[src/rtl/jt900h_dmp_seq.sv]
// Register-dump sequencer: walks the jt900h_regs dump port and streams a framed
// packet (header, 82 data bytes, two's-complement checksum) over a valid/ready byte port.
module jt900h_dmp_seq #(
   parameter logic [7:0] HEADER = 8'hA5,
   parameter logic [7:0] LAST   = 8'd81
) (
   input  logic       clk,
   input  logic       rst_n,
   input  logic       cen,
   input  logic       start,
   output logic       busy,
   output logic       hold,
   output logic       done,
   output logic [7:0] dmp_addr,
   input  logic [7:0] dmp_dout,
   output logic [7:0] out_data,
   output logic       out_valid,
   input  logic       out_ready
);

   typedef enum logic [2:0] {
      StIdle,
      StHdr,
      StRd,
      StDat,
      StSum,
      StFin
   } state_e;

   state_e     state_q, state_d;
   logic       busy_q, busy_d;
   logic       done_q, done_d;
   logic       valid_q, valid_d;
   logic [7:0] data_q, data_d;
   logic [7:0] addr_q, addr_d;
   logic [7:0] acc_q, acc_d;
   logic [7:0] acc_sum;
   logic       xfer;

   always_comb begin
      state_d = state_q;
      busy_d  = busy_q;
      done_d  = done_q;
      valid_d = valid_q;
      data_d  = data_q;
      addr_d  = addr_q;
      acc_d   = acc_q;
      acc_sum = acc_q + data_q;
      xfer    = valid_q & out_ready;
      // With cen low every register keeps its value, so no handshake can be taken.
      if (cen) begin
         unique case (state_q)
            StIdle: begin
               if (start) begin
                  state_d = StHdr;
                  data_d  = HEADER;
                  valid_d = 1'b1;
                  busy_d  = 1'b1;
                  acc_d   = 8'h00;
               end
            end
            StHdr: begin
               if (xfer) begin
                  addr_d  = 8'h00;
                  valid_d = 1'b0;
                  state_d = StRd;
               end
            end
            StRd: begin
               // Bubble cycle: dmp_dout settles for the address set on the previous edge.
               data_d  = dmp_dout;
               valid_d = 1'b1;
               state_d = StDat;
            end
            StDat: begin
               if (xfer) begin
                  acc_d = acc_sum;
                  if (addr_q == LAST) begin
                     data_d  = 8'h00 - acc_sum;
                     state_d = StSum;
                  end else begin
                     addr_d  = addr_q + 8'd1;
                     valid_d = 1'b0;
                     state_d = StRd;
                  end
               end
            end
            StSum: begin
               if (xfer) begin
                  valid_d = 1'b0;
                  done_d  = 1'b1;
                  state_d = StFin;
               end
            end
            StFin: begin
               done_d  = 1'b0;
               busy_d  = 1'b0;
               state_d = StIdle;
            end
            default: begin
               state_d = StIdle;
            end
         endcase
      end
   end

   always_ff @(posedge clk) begin
      if (!rst_n) begin
         state_q <= StIdle;
         busy_q  <= 1'b0;
         done_q  <= 1'b0;
         valid_q <= 1'b0;
         data_q  <= 8'h00;
         addr_q  <= 8'h00;
         acc_q   <= 8'h00;
      end else begin
         state_q <= state_d;
         busy_q  <= busy_d;
         done_q  <= done_d;
         valid_q <= valid_d;
         data_q  <= data_d;
         addr_q  <= addr_d;
         acc_q   <= acc_d;
      end
   end

   assign busy      = busy_q;
   assign hold      = busy_q;
   assign done      = done_q;
   assign out_valid = valid_q;
   assign out_data  = data_q;
   assign dmp_addr  = addr_q;

endmodule

[config.mk]
export PLATFORM = sky130hd
export DESIGN_NAME = jt900h_dmp_seq
export DESIGN_NICKNAME = d
export VERILOG_FILES = /design/src/rtl/jt900h_dmp_seq.sv
export SDC_FILE = /design/constraint.sdc
export NUM_CORES = 1
export LEC_CHECK = 0
export CAP_MARGIN = 0
export CELL_PAD_IN_SITES_DETAIL_PLACEMENT = 1
export CELL_PAD_IN_SITES_GLOBAL_PLACEMENT = 1
export CORE_ASPECT_RATIO = 1.5
export CORE_MARGIN = 10
export CORE_UTILIZATION = 25
export CTS_CLUSTER_DIAMETER = 80
export CTS_CLUSTER_SIZE = 8
export DETAILED_ROUTE_END_ITERATION = 7
export DONT_BUFFER_PORTS = 1
export GPL_TIMING_DRIVEN = 0
export PLACE_DENSITY_LB_ADDON = 0.1
export SYNTH_ARGS = -nofsm -noshare
export SYNTH_HDL_FRONTEND = slang
export SYNTH_SLANG_ARGS = --single-unit
[constraint.sdc]
create_clock -name clk -period 2.7 [get_ports clk]
set_input_delay 0.54 -clock clk [delete_from_list [all_inputs] [get_ports clk]]
set_output_delay 0.54 -clock clk [all_outputs]
set_load 0.02 [all_outputs]
# ---- Yosys cells after proc, flatten, opt, wreduce, memory -nomap -nowiden
# Index checks and enable logic that the tools add are counted.
dict set report op_classes {
  addsub 3
  eq_ne 13
  bitwise_logic 1
  n_mux 25
  reduce_logical 15
}
# op count
set op_table {}
lappend op_table {{8-bit two-way mux} 8}
lappend op_table {{8-bit one-hot mux with 2 select lines} 2}
lappend op_table {{8-bit one-hot mux with 3 select lines} 1}
lappend op_table {{3-bit two-way mux} 5}
lappend op_table {{3-bit one-hot mux with 5 select lines} 1}
lappend op_table {{5-bit AND reduction} 3}
lappend op_table {{2-bit != test (second input constant)} 6}
lappend op_table {{8-bit by 1-bit adder with 8-bit output (second input constant)} 1}
lappend op_table {{8-bit adder} 1}
lappend op_table {{8-bit by 7-bit equality test with 1-bit output (second input constant)} 1}
lappend op_table {{2-bit nonzero test} 4}
lappend op_table {{1-bit by 8-bit subtractor with 8-bit output (first input constant)} 1}
lappend op_table {{3-bit by 2-bit equality test with 1-bit output (second input constant)} 2}
lappend op_table {{3-bit equality test (second input constant)} 2}
lappend op_table {{3-bit AND reduction} 2}
lappend op_table {{6-bit AND reduction} 1}
lappend op_table {{1-bit two-way mux} 5}
lappend op_table {{1-bit one-hot mux with 2 select lines} 2}
lappend op_table {{1-bit one-hot mux with 4 select lines} 1}
lappend op_table {{4-bit AND reduction} 1}
lappend op_table {{4-bit nonzero test} 1}
lappend op_table {{3-bit by 1-bit equality test with 1-bit output (second input constant)} 1}
lappend op_table {{3-bit logical NOT} 1}
lappend op_table {{3-bit nonzero test} 1}
lappend op_table {{other kinds (3)} 3}
dict set report word_totals {
  out_inout_bits 20
  register_bits 30
  elab_cells 64
  input_bits 13
}

# ---- Longest topological paths before layout
# Gate-level depths: netlist of run 1.
dict set report depth {
  word_depth 5
  mapped_depth 9
  ltp_nobuf 9
}

# ---- Least setup slack after synthesis of run 1
# Ideal clock, no wire load.
dict set report synth_timing {
  path_kind {register to register}
  start {register data_q[0] (netlist: out_data[0])}
  end {register data_q[7] (netlist: out_data[7])}
  setup_ps 120
  required_ps 2580
  t_arrival_ps 2418
  n_path_buf 0
  path_stages_with_launch 10
  slack_ps 162
  synth_period_minus_slack_ps 2538
  cell_sequence {dfxtp_1 > ha_1 > inv_1 > fa_1 > nand2b_1 > a21oi_1 > xor2_1 > or3_4 > o21ba_2 > a211o_1}
}
dict set report synth_between {
  elab_chain_len 5
}
# item line
set synth_rtl {}
lappend synth_rtl {{from (decl)} 34} ;# logic [7:0] data_q, data_d;
lappend synth_rtl {{from (signal assigned)} 121} ;# data_q <= data_d;
lappend synth_rtl {{8-bit adder} 48} ;# acc_sum = acc_q + data_q;
lappend synth_rtl {{1-bit by 8-bit subtractor with 8-bit output} 79} ;# data_d = 8'h00 - acc_sum;
lappend synth_rtl {{8-bit two-way mux} 78} ;# if (addr_q == LAST) begin
lappend synth_rtl {{8-bit two-way mux} 76} ;# if (xfer) begin
lappend synth_rtl {{8-bit one-hot mux with 3 select lines} 52} ;# unique case (state_q)
# Every way passes these cells. The select of a mux whose other input is x is not followed.
# A chain may end at the register's enable or synchronous reset.

# ---- Worst setup path in the final report of run 1
# Ends and elaborated chain as after synthesis.

==> results of run 1 <==
-- worst reg2reg max path, delay by kind of cell, from the launching register on --
kind            cells  cell delay, ns
simple gates        2            0.61
buf+inv             1            0.06
flops               1            0.40
fa+ha+maj           2            0.63
compound gates      3            0.65
xor+xnor            1            0.13
-- how the worst max path moves through the flow --
stage	slack, ns	to	startpoint
finish	0.11	out_data[7]$_SDFFE_PN0P_	out_data[0]$_SDFFE_PN0P_
global route	-0.01	out_data[7]$_SDFFE_PN0P_	out_data[0]$_SDFFE_PN0P_
CTS	0.0005	out_data[7]$_SDFFE_PN0P_	out_data[0]$_SDFFE_PN0P_
detailed placement	-0.09	out_data[7]$_SDFFE_PN0P_	out_data[0]$_SDFFE_PN0P_
global placement	-0.09	out_data[7]$_SDFFE_PN0P_	out_data[0]$_SDFFE_PN0P_
floorplan	0.16	out_data[7]$_SDFFE_PN0P_	out_data[0]$_SDFFE_PN0P_
-- cell families after synthesis --
logic type	Yosys count	synth area share [%]
simple gates	96	25.3
compound gates	66	23.8
flops	30	30.5
buf+inv	20	4.76
xor+xnor	13	5.77
fa+ha+maj	11	7.36
mux	5	2.60
-- stage by stage --
stage	power (uW)	setup slack (ns)	hold WS, ns	std cells
after floorplan	602	0.162	0.458	241
after global placement	641	-0.0886	0.485	343
after detailed placement	641	-0.0910	0.492	343
after CTS	1290	0.000457	0.417	351
after global routing	1330	-0.0139	0.419	351
final	1270	0.110	0.423	351
-- what timing repair did --
action                                  CTS  global route
gates resized for setup                   2             5
pin swaps                                 0             0
hold buffers                              0             0
endpoints found under the setup margin    1             8
-- layer usage --
layer  track usage [%]  routed length [microns]
met1              11.4                     2410
met2              20.8                     3460
met3              3.03                      322
met4              4.55                      128
met5                 0                        0
-- registers in the layout, summed over array words and instances (netlist names) --
register and count:
out_valid 1, state_q 3, dmp_addr 8, acc_q 8
busy 1, done 1, out_data 8
-- final cells by class --
type	count	area share, %
Clock buffer	5	5.47
Inverter	11	1.81
Buffer	9	2.35
Sequential cell	30	26.4
Clock inverter	3	1.75
Multi-Input combinational cell	191	56.7
Tap cell	102	5.58
-- synthesized netlist by cell type, drive strengths merged, types with 4 or more instances --
cell     n  area share [%]
a211oi   4             1.5
a21oi   13             3.5
a22oi    7             2.7
a31oi    6             1.9
and2     6             1.9
and3     4             1.3
clkbuf   6             1.1
dfxtp   30              30
ha      10             6.3
inv     11             2.1
mux2i    4             2.0
nand2   12             2.3
nand2b   5             1.6
nand3    6             1.5
nor2    37             7.0
nor2b    6             1.9
o21ai   15             3.8
xnor2    5             2.2
xor2     8             3.6
-- report_power, final --
| group | leakage, uW | internal (uW) | switching (uW) |
|---|---|---|---|
| clock network | 0.0000836 | 431 | 209 |
| registers | 0.000244 | 454 | 27.1 |
| logic | 0.000532 | 60.2 | 88.5 |
==> results summary, run 1 <==
The flow ran to the end, and the final reports show no timing, DRC or antenna violations. STA puts the critical path data required time at between 2 and 3 ns. The total iterations of the first detailed-routing run is 4. The nature of the critical path startpoint is a register. The endpoint identified for the worst register-to-register timing path is out_data[7]$_SDFFE_PN0P_. The kind of end point of the critical path is a register. The family with the most delay on the worst path is compound AO/OA/AOI/OAI gates.

The via count of the first global-routing pass came out at 1917. The endpoint arrival time on the critical path is 2.75 ns. The signal on the critical path passes through ha_1 -> inv_1 -> fa_1 -> nand2b_4 -> a21oi_2 -> xor2_2 -> or3_4 -> o21ba_2 -> a211o_1.

The count of nets left with antenna violations once routing finished came out at 0. The total wire length after detailed routing came out at 6320 microns. The layout has 926 filler cells. The via count came out at between 1500 and 2000. The CTS H-tree depth is 2. IR analysis of the VDD net gives a maximum drop of between 200 and 300 uV. The overall die height is 129 microns. The initial cell density of the core came out at between 20% and 30%. The number of cells on the worst reg-to-reg path is 9.

For this run, the register share of the synthesized area comes to 30.5%. The die extent in x is 92.5 microns. The critical path class is reg -> reg. The clock input transition at the sequential cells of the worst setup and hold paths came out at 0.05 ns.

Registers take 603 sq um. Entering global routing, the biggest net connects 11 pins. The total track usage came out at between 10% and 20%. For this design the ratio of total power to cell area is 555 nW/um^2. The hold path endpoint is out_data[6]$_SDFFE_PN0P_.

The finished cells cover 2290 sq um. The worst slew slack as a fraction of its limit is between 50% and 60%. The mean instance size in the synthesized netlist is 8.18 sq um. Synthesis instantiated 59 different standard cells from the library.

The remaining global-route overflow came out at 0. The clock tree from TritonCTS is built. The maximum buffer depth of the clock tree is 2. The fraction of the core area covered by cells at the end of the flow came out at 29.9%. Buffers placed on the I/O ports in this run total 0. Summed over all nets, the half-perimeter wirelength after detailed placement is 5070 microns.

The slew at the pin closest to its max-slew limit came out at 0.637 ns. Relative to the synthesized area, the layout overhead comes to 16.0%. The sink count of the clock tree came out at 30.

The via density per instance came out at 5.04. The area of the multi-input gates came out at 1300 sq um. The setup clock skew after layout is approximately 0.0063 ns. The number of remaining DRC errors is 0. Dividing the final minimum period by the clock period gives 95.9%. The hold violation total from the final report is 0.

Across the run, the number of max-cap violations was 0. The count of inserted antenna diode cells is 0. The congestion estimate from routability-driven global placement came to 0.759. The number of nets in the synthesized netlist is 265. The number of DRC violations after detailed-routing iteration 0 is 31. The cell area after synthesis is a little under 2000 sq um.

The clock latency reported for the late side of the worst-skew pair is around 0.28 ns. In the final timing run, aggregate negative setup slack is 0 ns. Clock tree synthesis inserted a total of 5 buffers. The critical path runs through a total of 9 cells. The master of the slowest instance on the critical path is sky130_fd_sc_hd__or3_4. The initial antenna violation count is 0. The number of enable-type register cells in the synthesized netlist is 0. The final number of max-transition violations is 0. For this design the static power due to leakage is 0.000860 uW. The proportion of register bits with asynchronous set or reset after synthesis came out at 0%. The worst path in the final design needs a cycle of 2.59 ns, including I/O delays and setup. The number of warning messages in the yosys log came out at 0. Setup repair after global routing could not meet its margin everywhere.

In the final layout, the share of cells above drive strength 1 is 11.6%. The floorplan row count came out at 39. In this run the clock root is driven by a sky130_fd_sc_hd__clkbuf_16. The net count of the finished layout is roughly 270. The number of synthesized register bits came out at 30.

Counting every instance in the synthesized netlist gives 241. The die covers approximately 12000 sq um. The first-pass GRT wire length came out at between 10000 and 15000 microns. The number of stages on the worst hold path is 2.

In the layout the commonest cells are sky130_fd_sc_hd__nor2_1 (37), sky130_fd_sc_hd__dfxtp_1 (28), sky130_fd_sc_hd__o21ai_0 (14). The largest fanout on the critical path is 6. The number of top-level pins is 33.

The commonest non-fill, non-tap cell in the layout is sky130_fd_sc_hd__nor2_1. The startpoint identified for the worst register-to-register timing path is out_data[0]$_SDFFE_PN0P_. The final setup violation count is 0. The cell area reported after detailed placement came out at between 2000 and 2500 sq um. The path class of the tightest hold or removal check is in -> reg. In this run the most critical hold path is launched from dmp_dout[6].

Across all register-to-register paths, the minimum setup slack is 0.11 ns. The number of buffer and inverter instances along the worst setup path is 1. The number of post-CTS setup repair buffers came out at 0. The achievable clock frequency came out at 386 MHz. Dividing the detail-routed wire length by the instance count gives 18.0 microns. In this design, the stage delay of the slowest critical-path cell is 0.43 ns.

The core region is between 7000 and 8000 sq um. For this run, the leading register cell type out of synthesis is sky130_fd_sc_hd__dfxtp_1.
(Power assumes the default switching activity.)
==> run 2, diff against run 1 <==
--- a/config.mk
+++ b/config.mk
@@ -9,7 +9,6 @@
 export CELL_PAD_IN_SITES_DETAIL_PLACEMENT = 1
 export CELL_PAD_IN_SITES_GLOBAL_PLACEMENT = 1
 export CORE_ASPECT_RATIO = 1.5
-export CORE_MARGIN = 10
 export CORE_UTILIZATION = 25
 export CTS_CLUSTER_DIAMETER = 80
 export CTS_CLUSTER_SIZE = 8
==> run 2 against run 1 <==
- first-iteration DRC count grew 65%
- via count grew 1.5%
- clock power shrank 11%
- cell count grew 0.57%
- worst hold slack gained 0.0040 ns
- die area shrank 31%
- utilization grew 0.19 points
- total power shrank 5.3%
- global-route usage grew 4.3 points
- combinational power is essentially flat
- critical path type unchanged
- largest cell class unchanged
==> results summary, run 2 (synthesized netlist as in run 1, its figures left out) <==
The run finished with clean final reports. Wire segments on met3 add up to around 290 microns in the final route. The die outline area came out at a little over 8000 sq um. The global placement routability congestion came out at 0.774. The number of violations of the max-capacitance limit is 0.

The maximum buffer depth of the clock tree came out at 2. The clock input transition at the sequential cells of the worst setup and hold paths came out at 0.05 ns. The placed instances occupy a cell area of 2100 sq um.

The reg-to-reg critical path startpoint is out_data[0]$_SDFFE_PN0P_. The detail route stage leaves a number of antenna-violating nets equal to 0. The initial antenna violation count is 0. The required time of the critical path came out at 2.87 ns. The worst register-to-register path ends at out_data[7]$_SDFFE_PN0P_. The classification of the worst-slack hold path is in -> reg.

The number of remaining DRC errors came out at 0. The count of hold buffers inserted by post-cts repair is 0. In the layout the commonest cells are sky130_fd_sc_hd__nor2_1 (37), sky130_fd_sc_hd__dfxtp_1 (28), sky130_fd_sc_hd__o21ai_0 (14). The via count of the first global-routing pass was between 1500 and 2000.

The final number of max-transition violations came out at 0. The largest vdd supply drop is 304 uV. Dividing the detail-routed wire length by the instance count gives 16.9 microns. The number of DRC violations after detailed-routing iteration 0 came out at 51. The area of the multi-input gates came out at roughly 1300 sq um. The hold violation total from the final report came out at 0.

For the pin with the worst max-slew slack, the measured transition is 0.611 ns. The amount of wire on met2 after detailed routing came out at approximately 3100 microns. The clock latency reported for the late side of the worst-skew pair came out at approximately 0.28 ns.

The endpoint arrival time on the critical path came out at 2.75 ns. The number of stages on the worst hold path is 2. The register area is a little over 600 sq um.

The achievable clock frequency is 387 MHz. The share of post-route cells with drive strength above 1 is 12.0%. The detailed router put a total of 2390 microns of wire on met1. The setup clock skew after layout came out at 0.00563 ns. The via count is around 1800. Of all nets on the critical path, the largest fanout is 5. CTS saw 30 sinks.

The number of cells on the worst reg-to-reg path is 9. The setup check on the worst reg-to-reg path leaves a slack of 0.12 ns. The count of inserted antenna diode cells came out at 0. Pin placement for this block handled 33 I/O pins. Across all setup checks in the final design, the least slack found is 0.118 ns. Adding up every negative setup slack in the final design gives 0 ns. The CTS H-tree depth is 2. Entering global routing, the biggest net connects 11 pins. The initial cell density of the core is 25.9%.

The total track usage is 15.5%. The worst hold path terminates at busy$_SDFFE_PN0P_. Counting the buffers created by CTS gives 5. The final setup violation count is 0.

The ratio of total power to cell area is 526 nW/um^2. The nature of the critical path startpoint is a register. The library cell used most frequently in the layout, excluding fill and tap cells, is sky130_fd_sc_hd__nor2_1.

The setup slack after placement came out at -0.104 ns. The area added between synthesis and finish came out at 16.0%. The total wire length after detailed routing came out at 5960 microns. In this run the most critical hold path is launched from start. The overall die height came out at 111 microns. The worst setup path is captured at a register. The post-detailed-placement half-perimeter wirelength came out at 4650 microns.

The layout has roughly 940 filler cells. After routing the design area is roughly 2300 sq um. Of the available clock period, the critical path in the final layout requires between 90% and 100%. The worst slew slack as a fraction of its limit came out at 58.9%. The total iterations of the first detailed-routing run came out at 4.

The floorplan row count is 39. The floorplan step defined a core boundary enclosing 7610 sq um. Dividing the detail-routed via count by the number of cells gives 5.09. The clock tree from TritonCTS is built. The port buffer count came out at 0. The leakage power is around 0.00086 uW.

Setup repair after global routing left no endpoint under its margin. The floorplan step set the die width to 74.5 microns. The setup path with the least slack is of type reg -> reg. For this run, the post-layout net count is approximately 270. The first-pass GRT wire length came out at around 9500 microns. The worst path in the final design needs a cycle of 2.58 ns, including I/O delays and setup.

The remaining global-route overflow came out at 0. The final worst hold slack came out at 0.427 ns. The highest layer touched by signal routing is met4. The tree is rooted in a sky130_fd_sc_hd__clkbuf_16.
[run 2: changes by cell type in the layout (fill, tap and decap cells not counted)]
cell	change
sky130_fd_sc_hd__dfxtp_2	-1
sky130_fd_sc_hd__bufinv_16	-1
sky130_fd_sc_hd__buf_4	+2
sky130_fd_sc_hd__clkinv_2	-1
sky130_fd_sc_hd__clkbuf_1	+1
sky130_fd_sc_hd__dfxtp_4	+1
sky130_fd_sc_hd__clkbuf_8	+1
[run 2: routing by layer]
metal | up-vias | GRT usage (%)
met5 | - | 0
met4 | 0 | 6.42
met3 | 10 | 4.64
met2 | 31 | 27.1
met1 | 869 | 16.6
li1 | 886 | -
[run 2: final cells by class]
| cell class | count | share of cell area (%) |
|---|---|---|
| clock inverter | 1 | 0.219 |
| multi-input combinational | 191 | 56.7 |
| clock buffer | 7 | 6.24 |
| buffer | 9 | 2.35 |
| sequential | 30 | 26.5 |
| tap | 102 | 5.58 |
| timing repair buffer | 2 | 0.656 |
| inverter | 11 | 1.81 |
[run 2: worst max path at each step]
| stage | slack [ns] | to | from | cells after the start |
|---|---|---|---|---|
| finish | 0.12 | out_data[7]$_SDFFE_PN0P_ | out_data[0]$_SDFFE_PN0P_ | 9 |
| global route | 0.04 | out_data[7]$_SDFFE_PN0P_ | out_data[0]$_SDFFE_PN0P_ | 9 |
| CTS | 0.008 | out_data[7]$_SDFFE_PN0P_ | out_data[0]$_SDFFE_PN0P_ | 9 |
| detailed placement | -0.10 | out_data[7]$_SDFFE_PN0P_ | out_data[0]$_SDFFE_PN0P_ | 9 |
| global placement | -0.11 | out_data[7]$_SDFFE_PN0P_ | out_data[0]$_SDFFE_PN0P_ | 9 |
| floorplan | 0.16 | out_data[7]$_SDFFE_PN0P_ | out_data[0]$_SDFFE_PN0P_ | 9 |
[run 2: metrics by stage]
| step | power [uW] | std cells | utilization (%) |
|---|---|---|---|
| final | 1200 | 353 | 30.0 |
| after global routing | 1260 | 353 | 30.0 |
| after CTS | 1220 | 351 | 29.7 |
| after detailed placement | 639 | 343 | 27.6 |
| after global placement | 639 | 343 | 27.6 |
| after floorplan | 602 | 241 | - |
[run 2: timing repair]
item	CTS	global route
gates resized for setup	4	5
setup buffers	0	2
endpoints found under the setup margin	1	6
pin swaps	0	1
[run 2: where the power goes]
| group | internal, uW | leakage (uW) | total (uW) | switching (uW) |
|---|---|---|---|---|
| sequential | 454 | 0.000245 | 481 | 26.3 |
| clock | 365 | 0.0000739 | 571 | 206 |
| combinational | 62.4 | 0.000543 | 152 | 89.8 |
| total | 882 | 0.000862 | 1200 | 322 |
[run 2: critical path, cell delays in order, from the launching register on]
cell	delay (ns)
sky130_fd_sc_hd__dfxtp_4	0.38
sky130_fd_sc_hd__ha_1	0.18
sky130_fd_sc_hd__inv_1	0.06
sky130_fd_sc_hd__fa_1	0.40
sky130_fd_sc_hd__nand2b_4	0.18
sky130_fd_sc_hd__a21oi_2	0.18
sky130_fd_sc_hd__xor2_2	0.13
sky130_fd_sc_hd__or3_4	0.44
sky130_fd_sc_hd__o21ba_2	0.23
sky130_fd_sc_hd__a211o_1	0.28
==> run 3, diff against run 2 <==
--- a/config.mk
+++ b/config.mk
@@ -9,7 +9,7 @@
 export CELL_PAD_IN_SITES_DETAIL_PLACEMENT = 1
 export CELL_PAD_IN_SITES_GLOBAL_PLACEMENT = 1
 export CORE_ASPECT_RATIO = 1.5
-export CORE_UTILIZATION = 25
+export CORE_UTILIZATION = 50
 export CTS_CLUSTER_DIAMETER = 80
 export CTS_CLUSTER_SIZE = 8
 export DETAILED_ROUTE_END_ITERATION = 7
==> constraint.sdc (replaced) <==
create_clock -name clk -period 3.1 [get_ports clk]
set_input_delay 0.62 -clock clk [delete_from_list [all_inputs] [get_ports clk]]
set_output_delay 0.62 -clock clk [all_outputs]
set_load 0.02 [all_outputs]
==> run 3 against run 2 <==
- flip-flop and latch count unchanged
- final area is 6.7% lower
- wire length is 2.9% lower
- worst hold slack improved by 0.072 ns
- critical path type unchanged
- sequential share of layout area up 1.7 points
- critical path depth did not move
- global-route usage increased by 15 points
- maximum frequency is 8.3% lower
- combinational power shrank 12%
- count of clock-buffer cells in the layout shrank 2
- non-clock buffer count fell by 2
==> results summary, run 3 (synthesized netlist as in run 1, its figures left out) <==
The required time of the critical path is 3.27 ns. The initial antenna violation count is 0. The root buffer cell chosen for the clock tree is sky130_fd_sc_hd__clkbuf_8. The sink count of the clock tree is 30. The overall die height is 78.9 microns. Setup violations remaining at the end of the flow were counted as 0. In the global route stage, met2 resource usage came out at 56.0%.

The final clock period utilization by the worst path came out at 90.8%. Entering global routing, the biggest net connects 11 pins. For this block, the via count after detailed routing is 1868.

The overall power consumption came out at approximately 950 uW. The post-route netlist has 9.24% of its cells at a drive strength greater than 1. For met1 alone, demand over resource in global routing was 29.7%. The count of nets left with antenna violations once routing finished came out at 0.

The family with the most delay on the worst path is compound AO/OA/AOI/OAI gates. TritonCTS built the clock tree. The die covers 4200 sq um. The flow ran to the end, and the final reports show no timing, DRC or antenna violations. The largest fanout on the critical path is 6. The shortest clock period the worst path allows after layout came out at about 2.8 ns. Clock latency on the worst-skew pair, taken at its later pin, is 0.29 ns. For this block, the routed nets add up to around 5800 microns of wire.

0 antenna diodes ended up in the layout. The number of buffers created by CTS is 5. The floorplan row count came out at 27.

In this run the power density over the cells is 443 nW/um^2. The area growth from synthesis to layout is 8.25%. The total iterations of the first detailed-routing run came out at 5. The final number of max-transition violations is 0. The clock input transition at the sequential cells of the worst setup and hold paths came out at about 0.07 ns. The slowest stage of the critical path belongs to the cell sky130_fd_sc_hd__dfxtp_1. Buffers placed on the I/O ports in this run total 0. The via count of the first global-routing pass came out at 2001. The number of violations of the max-capacitance limit came out at 0. Global routing used 7.66% of the available met3 tracks. Using the TritonRoute via totals, the vias-per-cell ratio works out to 6.40. The global placement routability congestion is 0.905. On the final layout, the worst clock skew is 0.00616 ns. Measured along the x axis, the die boundary spans 53.3 microns.

The number of stages on the worst hold path came out at 2. The first-pass GRT wire length came out at 9220 microns. The hold violation total from the final report is 0. The count of hold buffers inserted by post-cts repair came out at 0. Dividing the detail-routed wire length by the instance count gives 19.8 microns. In this run the worst hold path is classified as reg -> reg. The number of buffer and inverter instances along the worst setup path is 1. After global routing, the most crowded layer is met2. Setup repair after global routing left no endpoint under its margin. The number of setup buffers added after CTS is 0.

The leakage power is approximately 0.00082 uW. Based on the critical path, the design can be clocked at up to 355 MHz. The path with the worst hold slack has its endpoint at acc_q[5]$_SDFFE_PN0P_. The library cell used most frequently in the layout, excluding fill and tap cells, is sky130_fd_sc_hd__nor2_1. The path depth of the worst reg2reg path is 9.

The number of remaining DRC errors is 0. STA classifies the critical path endpoint as a register. The total track usage came out at between 30% and 40%.

The number of DRC violations after detailed-routing iteration 0 came out at 35. The post-detailed-placement half-perimeter wirelength is 4310 microns. Once the floorplan was initialized, standard cells occupied a little over half of the core.

The remaining global-route overflow came out at 0. The CTS H-tree depth is 2. At the worst endpoint, the arrival time is 2.99 ns.

Measured against its own limit, the worst slew margin works out to 57.9%. The critical path is of the reg -> reg type. The longest clock path from root to sink contains 2 buffers.

Adding up every negative setup slack in the final design gives 0 ns. The count of cells resized by post-cts repair is 0. The slew at the pin closest to its max-slew limit came out at 0.632 ns. The nature of the critical path startpoint is a register. The critical path goes through ha_1 -> inv_1 -> fa_1 -> nand2b_1 -> a21oi_1 -> xor2_1 -> or3_4 -> o21ba_2 -> a211o_1. The startpoint identified for the worst register-to-register timing path is out_data[0]$_SDFFE_PN0P_. The setup check on the worst reg-to-reg path leaves a slack of 0.28 ns. At the end of the flow, the number of nets in the layout was 272. The number of top-level pins is 33. The top cell types in the final layout, fill and taps aside, are sky130_fd_sc_hd__nor2_1 (37), sky130_fd_sc_hd__dfxtp_1 (30), sky130_fd_sc_hd__o21ai_0 (14). The total area inside the core boundary comes to 3720 sq um. The capturing point of the worst reg2reg path is out_data[7]$_SDFFE_PN0P_. The delay of the slowest critical-path stage is approximately 0.49 ns. The startpoint identified for the worst hold timing path is acc_q[5]$_SDFFE_PN0P_. The largest vdd supply drop came out at 384 uV.
run 3: power breakdown:
part,switching [uW],leakage (uW),total [uW],internal (uW)
Sequential,22.3,0.000243,417,395
Clock,159,0.0000579,395,236
Combinational,81.5,0.000519,134,52.0
run 3: area by class of cell:
class                      count  area, sq um
buffer                         9         52.6
tap                           43         53.8
clock buffer                   5         68.8
fill                         472         1580
clock inverter                 3         40.0
multi-input combinational    191         1280
inverter                      11         41.3
sequential                    30          601
run 3: per-stage QoR:
stage	cells	area (sq um)	setup WS (ns)	hold slack, ns	util (%)
after global routing	292	2130	0.113	0.524	57.4
after global placement	284	2030	0.378	0.479	54.5
after floorplan	241	1970	0.562	0.458	-
final	292	2130	0.284	0.499	57.4
after detailed placement	284	2030	0.310	0.480	54.5
after CTS	292	2130	0.281	0.497	57.4
run 3: per-layer routing:
metal / part of all wire (%) / wire (microns)
met5: 0 / 0
met4: 1.9 / 109
met3: 4.0 / 231
met2: 56 / 3270
met1: 38 / 2180
run 3: worst max-delay path by stage:
stage | cells past startpoint | from | endpoint
after detailed placement | 9 | out_data[0]$_SDFFE_PN0P_ | out_data[7]$_SDFFE_PN0P_
after CTS | 9 | out_data[0]$_SDFFE_PN0P_ | out_data[7]$_SDFFE_PN0P_
final | 9 | out_data[0]$_SDFFE_PN0P_ | out_data[7]$_SDFFE_PN0P_
after floorplan | 9 | out_data[0]$_SDFFE_PN0P_ | out_data[7]$_SDFFE_PN0P_
after global placement | 9 | out_data[0]$_SDFFE_PN0P_ | out_data[7]$_SDFFE_PN0P_
after global routing | 9 | out_data[0]$_SDFFE_PN0P_ | out_data[7]$_SDFFE_PN0P_
run 3: worst min-delay path, cell delays in order, from the launching register on:
cell                      delay, ns
sky130_fd_sc_hd__dfxtp_1       0.33
sky130_fd_sc_hd__a32oi_1       0.06
sky130_fd_sc_hd__nor2_1        0.07
